File: src/rtl/rtc_read_seq_pkg.sv
// Shared definitions for the RTC read sequencer: register indices, FSM encoding
// and parameter defaults.
package rtc_read_seq_pkg;

    localparam int NUM_REGS_DEF = 9;
    localparam int TIMEOUT_DEF  = 255;

    localparam int IDX_W = 4;
    localparam int CNT_W = 8;

    localparam logic [IDX_W-1:0] REG_SEG   = 4'd0;
    localparam logic [IDX_W-1:0] REG_MIN   = 4'd1;
    localparam logic [IDX_W-1:0] REG_HORA  = 4'd2;
    localparam logic [IDX_W-1:0] REG_DIA   = 4'd3;
    localparam logic [IDX_W-1:0] REG_MES   = 4'd4;
    localparam logic [IDX_W-1:0] REG_ANO   = 4'd5;
    localparam logic [IDX_W-1:0] REG_TSEG  = 4'd6;
    localparam logic [IDX_W-1:0] REG_TMIN  = 4'd7;
    localparam logic [IDX_W-1:0] REG_THORA = 4'd8;

    typedef enum logic [1:0] {
        ST_IDLE  = 2'd0,
        ST_ISSUE = 2'd1,
        ST_WAIT  = 2'd2,
        ST_NEXT  = 2'd3
    } seq_state_e;

    function automatic logic [IDX_W-1:0] last_index(input int num_regs);
        return IDX_W'(num_regs - 1);
    endfunction

endpackage

File: src/rtl/bus_timeout_cnt.sv
// Loadable 8-bit down-counter guarding one bus transaction; saturates at zero
// and flags it.
module bus_timeout_cnt
    import rtc_read_seq_pkg::*;
(
    input  logic             clk_i,
    input  logic             reset_i,
    input  logic             load_i,
    input  logic             en_i,
    input  logic [CNT_W-1:0] load_val_i,
    output logic             zero_o
);

    logic [CNT_W-1:0] cnt_q;
    logic [CNT_W-1:0] cnt_d;

    always_comb begin
        cnt_d = cnt_q;
        if (load_i) begin
            cnt_d = load_val_i;
        end else if (en_i && (cnt_q != '0)) begin
            cnt_d = cnt_q - CNT_W'(1);
        end
    end

    always_ff @(posedge clk_i) begin
        if (reset_i) begin
            cnt_q <= '0;
        end else begin
            cnt_q <= cnt_d;
        end
    end

    assign zero_o = (cnt_q == '0);

endmodule

File: src/rtl/rtc_read_seq.sv
// RTC register read sequencer: one bus read per index 0..NUM_REGS-1, each with a
// timeout, deferred while the write path owns the bus.
// state | meaning
// IDLE  | waiting for a refresh request (tick or pending)
// ISSUE | launching the bus read for the current index
// WAIT  | waiting for bus_done or timeout
// NEXT  | advancing the index or finishing the sequence
module rtc_read_seq
    import rtc_read_seq_pkg::*;
#(
    parameter int NUM_REGS = NUM_REGS_DEF,
    parameter int TIMEOUT  = TIMEOUT_DEF
) (
    input  logic             clk_i,
    input  logic             reset_i,
    input  logic             tick_refresh_i,
    input  logic             wr_active_i,
    input  logic             bus_done_i,
    output logic [IDX_W-1:0] sel_reg_L_o,
    output logic             rd_req_o,
    output logic             cap_strobe_o,
    output logic             seq_busy_o,
    output logic             seq_done_o,
    output logic             timeout_err_o
);

    localparam logic [IDX_W-1:0] LAST_IDX = last_index(NUM_REGS);
    localparam logic [CNT_W-1:0] TO_LOAD  = CNT_W'(TIMEOUT);

    seq_state_e       state_q;
    logic [IDX_W-1:0] idx_q;
    logic             pending_q;
    logic             busy_q;
    logic             done_q;
    logic             rd_req_q;
    logic             terr_q;

    logic to_load;
    logic to_en;
    logic to_zero;

    assign to_load = (state_q == ST_ISSUE);
    assign to_en   = (state_q == ST_WAIT) && !bus_done_i;

    bus_timeout_cnt u_to_cnt (
        .clk_i      (clk_i),
        .reset_i    (reset_i),
        .load_i     (to_load),
        .en_i       (to_en),
        .load_val_i (TO_LOAD),
        .zero_o     (to_zero)
    );

    always_ff @(posedge clk_i) begin
        if (reset_i) begin
            state_q   <= ST_IDLE;
            idx_q     <= REG_SEG;
            pending_q <= 1'b0;
            busy_q    <= 1'b0;
            done_q    <= 1'b0;
            rd_req_q  <= 1'b0;
            terr_q    <= 1'b0;
        end else begin
            done_q   <= 1'b0;
            rd_req_q <= 1'b0;
            // Ticks arriving outside IDLE collapse into a single deferred request.
            if (tick_refresh_i && (state_q != ST_IDLE)) begin
                pending_q <= 1'b1;
            end
            case (state_q)
                ST_IDLE: begin
                    if (tick_refresh_i || pending_q) begin
                        if (wr_active_i) begin
                            pending_q <= 1'b1;
                        end else begin
                            state_q   <= ST_ISSUE;
                            idx_q     <= REG_SEG;
                            pending_q <= 1'b0;
                            terr_q    <= 1'b0;
                            busy_q    <= 1'b1;
                        end
                    end
                end
                ST_ISSUE: begin
                    rd_req_q <= 1'b1;
                    state_q  <= ST_WAIT;
                end
                ST_WAIT: begin
                    // A completion on the last counted cycle wins over the timeout.
                    if (bus_done_i) begin
                        state_q <= ST_NEXT;
                    end else if (to_zero) begin
                        terr_q  <= 1'b1;
                        state_q <= ST_NEXT;
                    end
                end
                ST_NEXT: begin
                    if (!wr_active_i) begin
                        if (idx_q == LAST_IDX) begin
                            done_q  <= 1'b1;
                            busy_q  <= 1'b0;
                            state_q <= ST_IDLE;
                        end else begin
                            idx_q   <= idx_q + IDX_W'(1);
                            state_q <= ST_ISSUE;
                        end
                    end
                end
                default: state_q <= ST_IDLE;
            endcase
        end
    end

    assign sel_reg_L_o   = idx_q;
    assign rd_req_o      = rd_req_q;
    assign cap_strobe_o  = (state_q == ST_WAIT) && bus_done_i && !reset_i;
    assign seq_busy_o    = busy_q;
    assign seq_done_o    = done_q;
    assign timeout_err_o = terr_q;

endmodule

File: config.mk
export PLATFORM = sky130hd
export DESIGN_NAME = rtc_read_seq
export DESIGN_NICKNAME = d
export VERILOG_FILES = /design/src/rtl/rtc_read_seq_pkg.sv /design/src/rtl/bus_timeout_cnt.sv /design/src/rtl/rtc_read_seq.sv
export SDC_FILE = /design/constraint.sdc
export NUM_CORES = 1
export LEC_CHECK = 0
export CELL_PAD_IN_SITES_DETAIL_PLACEMENT = 1
export CELL_PAD_IN_SITES_GLOBAL_PLACEMENT = 1
export CORE_MARGIN = 1
export CORE_UTILIZATION = 43
export DETAILED_ROUTE_END_ITERATION = 10
export GPL_ROUTABILITY_DRIVEN = 0
export HOLD_SLACK_MARGIN = 0.08
export PLACE_DENSITY_LB_ADDON = 0.1
export SLEW_MARGIN = 20
export SYNTH_ARGS = -nofsm -noshare
export SYNTH_HDL_FRONTEND = slang
export SYNTH_SLANG_ARGS = --single-unit
File: constraint.sdc
create_clock -name clk_i -period 3.29 [get_ports clk_i]
set_input_delay 0.8225 -clock clk_i [delete_from_list [all_inputs] [get_ports clk_i]]
set_output_delay 0.8225 -clock clk_i [all_outputs]
set_load 0.05 [all_outputs]
==> results.py <==
metrics = {
    "logic_synthesis": {
        "synthArstFlopShare_pct": 0,
        "synth.avg_cell_area_um2": 8.79,
        "ys_ff_latch": 19,
        "seq_area_frac_synth_pct": 35.8,
        "synth_edf_count": 0,
        "synth_top_area_share_pct": 35.8,
        "synthFlopType": "dfxtp_1",
        "syn_nets": 135,
        "ys_warn_count": 0,
        "synth.most_common_cell": "dfxtp_1",
        "netlist_area_um2": 1060,
        "ys_top_cells_by_area": "dfxtp_1 36%, ha_1 11%, a21oi_1 5.2%, xor2_1 3.3%, a31oi_1 2.9%",
        "synthTopCellsByCount": "19 x dfxtp_1, 11 x a21oi_1, 9 x ha_1, 8 x nor2_1, 7 x inv_1",
        "syn_inst": 121,
        "synth_cell_types": 43,
        "yosysTopAreaCell": "dfxtp_1",
    },
    "power_and_ir_drop": {
        "p_per_area_nw_per_um2": 803,
        "p_clk_share_pct": 12.5,
        "power.leakage_nw": 0.442,
        "ir_worst_vdd_uv": 567,
        "switchingPower_mw": 0.465,
        "finalPower_mw": 1.01,
        "p_int_mw": 0.544,
        "sw_frac_of_total_pct": 46.1,
        "power_frac_seq_pct": 36.6,
        "combinationalPowerShare_pct": 51.0,
    },
    "critical_path": {
        "rr_worst_depth": 6,
        "reg2reg_to": "sel_reg_L_o[1]$_SDFFE_PP0P_",
        "r2r_slack_ns": 1.37,
        "cp.arrival_ns": 1.73,
        "path_class": "input pin to primary output",
        "cp_max_fo": 3,
        "start_kind": "input pin",
        "crit_required_ns": 2.47,
        "timing.rr.start": "state_q[1]$_SDFFE_PP0P_",
        "end_kind": "primary output",
    },
    "global_route": {
        "overflow": 0,
        "grt_first_pass_wirelength_um": 4740,
        "antenna_found_initial": 0,
        "grt_max_degree": 20,
        "grt_pass1_vias": 1023,
        "grt_use_total_pct": 24.5,
    },
    "place": {
        "dp_hpwl_um": 2100,
        "portBuffers": 13,
    },
    "cts": {
        "cts_hold_buf": 0,
        "tritoncts": "done",
        "path_clk_slew_ns": 0.12,
        "cts_buffer_depth": 2,
        "clockRootBuffer": "clkbuf_4",
        "htreeDepth": 1,
        "clk_latency_ns": 0.32,
        "cts_buffers": 3,
        "cts_resized": 0,
        "clock-sinks": 19,
        "cts_setup_buffers": 0,
    },
    "route": {
        "post_drt_via_cell_ratio": 5.98,
        "remaining_drc_errors": 0,
        "wirelength_um": 2840,
        "via_count": 975,
        "antenna_left": 0,
        "wl_per_cell_um": 17.4,
        "drt_iter0_markers": 24,
        "drtPass1Iterations": 4,
    },
    "timing": {
        "finalSetupViolations": 0,
        "fmax_ghz": 0.391,
        "slew-limit-headroom_pct": 60.7,
        "rsz0062_at_grt": "no",
        "finalSetupTns_ns": 0,
        "skew_ns": 0.00886,
        "period_needed_ns": 2.56,
        "slew_violations": 0,
        "worstMarginPinSlew_ns": 0.581,
        "fin_crit_sh_pct": 77.7,
        "final_hold_viol_count": 0,
    },
    "floorplan": {
        "io_pins": 14,
        "initial_core_util_pct": 46.7,
        "design.die.area_um2": 2680,
        "die_y_um": 51.7,
        "core_area_um2": 2280,
        "rows": 17,
        "die_w_um": 51.7,
    },
    "min_path": {
        "worstHoldStart": "seq_busy_o$_SDFFE_PP0P_",
        "holdPathStages": 2,
        "whs_endpoint": "seq_busy_o$_SDFFE_PP0P_",
        "min_path_type": "flip-flop to flip-flop",
    },
    "layout": {
        "syn2layout_area_growth_pct": 18.1,
        "drive_above_1_share_pct": 9.63,
        "nFillCells": 282,
        "antenna_cells": 0,
        "finalNetCount": 150,
    },
    "flow_run": {
        "max_cap_viol_count": 0,
    },
    "run_status": {
        "outcome": "finished clean",
    },
}
registers in the layout, indices dropped and copies added (netlist names):
register / cells
u_to_cnt.cnt_q: 8
sel_reg_L_o: 4
state_q: 2
pending_q: 1
rd_req_o: 1
seq_busy_o: 1
seq_done_o: 1
timeout_err_o: 1
through the flow:
stage / hold WS [ns] / area (um2) / worst slack [ns] / instances / util, %
2_1_floorplan: 0.480 / 1060 / 0.626 / 121 / -
3_3_place_gp: 0.470 / 1230 / 0.762 / 159 / 54.0
3_5_place_dp: 0.493 / 1230 / 0.733 / 159 / 54.0
4_1_cts: 0.508 / 1260 / 0.729 / 163 / 55.2
5_1_grt: 0.526 / 1260 / 0.684 / 163 / 55.2
6_report: 0.502 / 1260 / 0.735 / 163 / 55.2
placed cells by master (no fill, tap or decap), drive strengths merged, types with 2 or more instances in the layout:
cell type      instances
a31o                   2
a211oi                 2
clkinv                 2
clkbuf                 3
dfxtp                 19
a21o                   2
clkdlybuf4s50         12
o211ai                 3
a21oi                 11
inv                    7
nor2                   8
o32ai                  2
buf                    2
nor3b                  2
nand2b                 4
nor3                   6
ha                     9
xor2                   4
nand3                  2
nor4                   2
a31oi                  5
o21ai                  5
nand2                  3
nand3b                 2
power groups by stage:
stage	combinational [mW]	sequential, mW	clock [mW]
6_report	0.514	0.369	0.126
5_1_grt	0.571	0.379	0.141
4_1_cts	0.516	0.369	0.129
3_5_place_dp	0.510	0.374	0
3_3_place_gp	0.485	0.366	0
2_1_floorplan	0.368	0.378	0
cell type report:
| cell class | instances | area (um2) | share of cell area (%) |
|---|---|---|---|
| Timing Repair Buffer | 14 | 148 | 11.8 |
| Sequential cell | 19 | 380 | 30.3 |
| Clock inverter | 1 | 5.00 | 0.398 |
| Clock buffer | 3 | 22.5 | 1.79 |
| Tap cell | 28 | 35.0 | 2.79 |
| Multi-Input combinational cell | 90 | 636 | 50.6 |
| Inverter | 8 | 30.0 | 2.39 |
per-layer routing:
metal  GRT usage (%)  vias to the layer above  wire [um]
met2            40.7                       13       1370
met5               0                        -          0
li1                -                      471          -
met3            6.14                        7         77
met4            7.66                        0         40
met1            30.9                      484       1350
kinds of logic after synthesis:
family,share of synthesized area (%)
simple gates,21.5
flops,35.8
buf+inv,4.47
compound gates,23.5
fa+ha+maj,10.6
xor+xnor,4.12
worst max-delay path: stages:
cell	delay, ns
clkdlybuf4s50_1	0.50
nand2_1	0.06
nor2_1	0.18
buf_12	0.17
worst max path at each step:
stage / start / to / slack, ns / cells past startpoint
5_1_grt: bus_done_i / cap_strobe_o / 0.68 / 4
3_3_place_gp: bus_done_i / cap_strobe_o / 0.76 / 4
2_1_floorplan: reset_i / cap_strobe_o / 0.63 / 3
6_report: bus_done_i / cap_strobe_o / 0.73 / 4
3_5_place_dp: bus_done_i / cap_strobe_o / 0.73 / 4
4_1_cts: bus_done_i / cap_strobe_o / 0.73 / 4
Note: power is estimated with default switching activity, not from simulation.
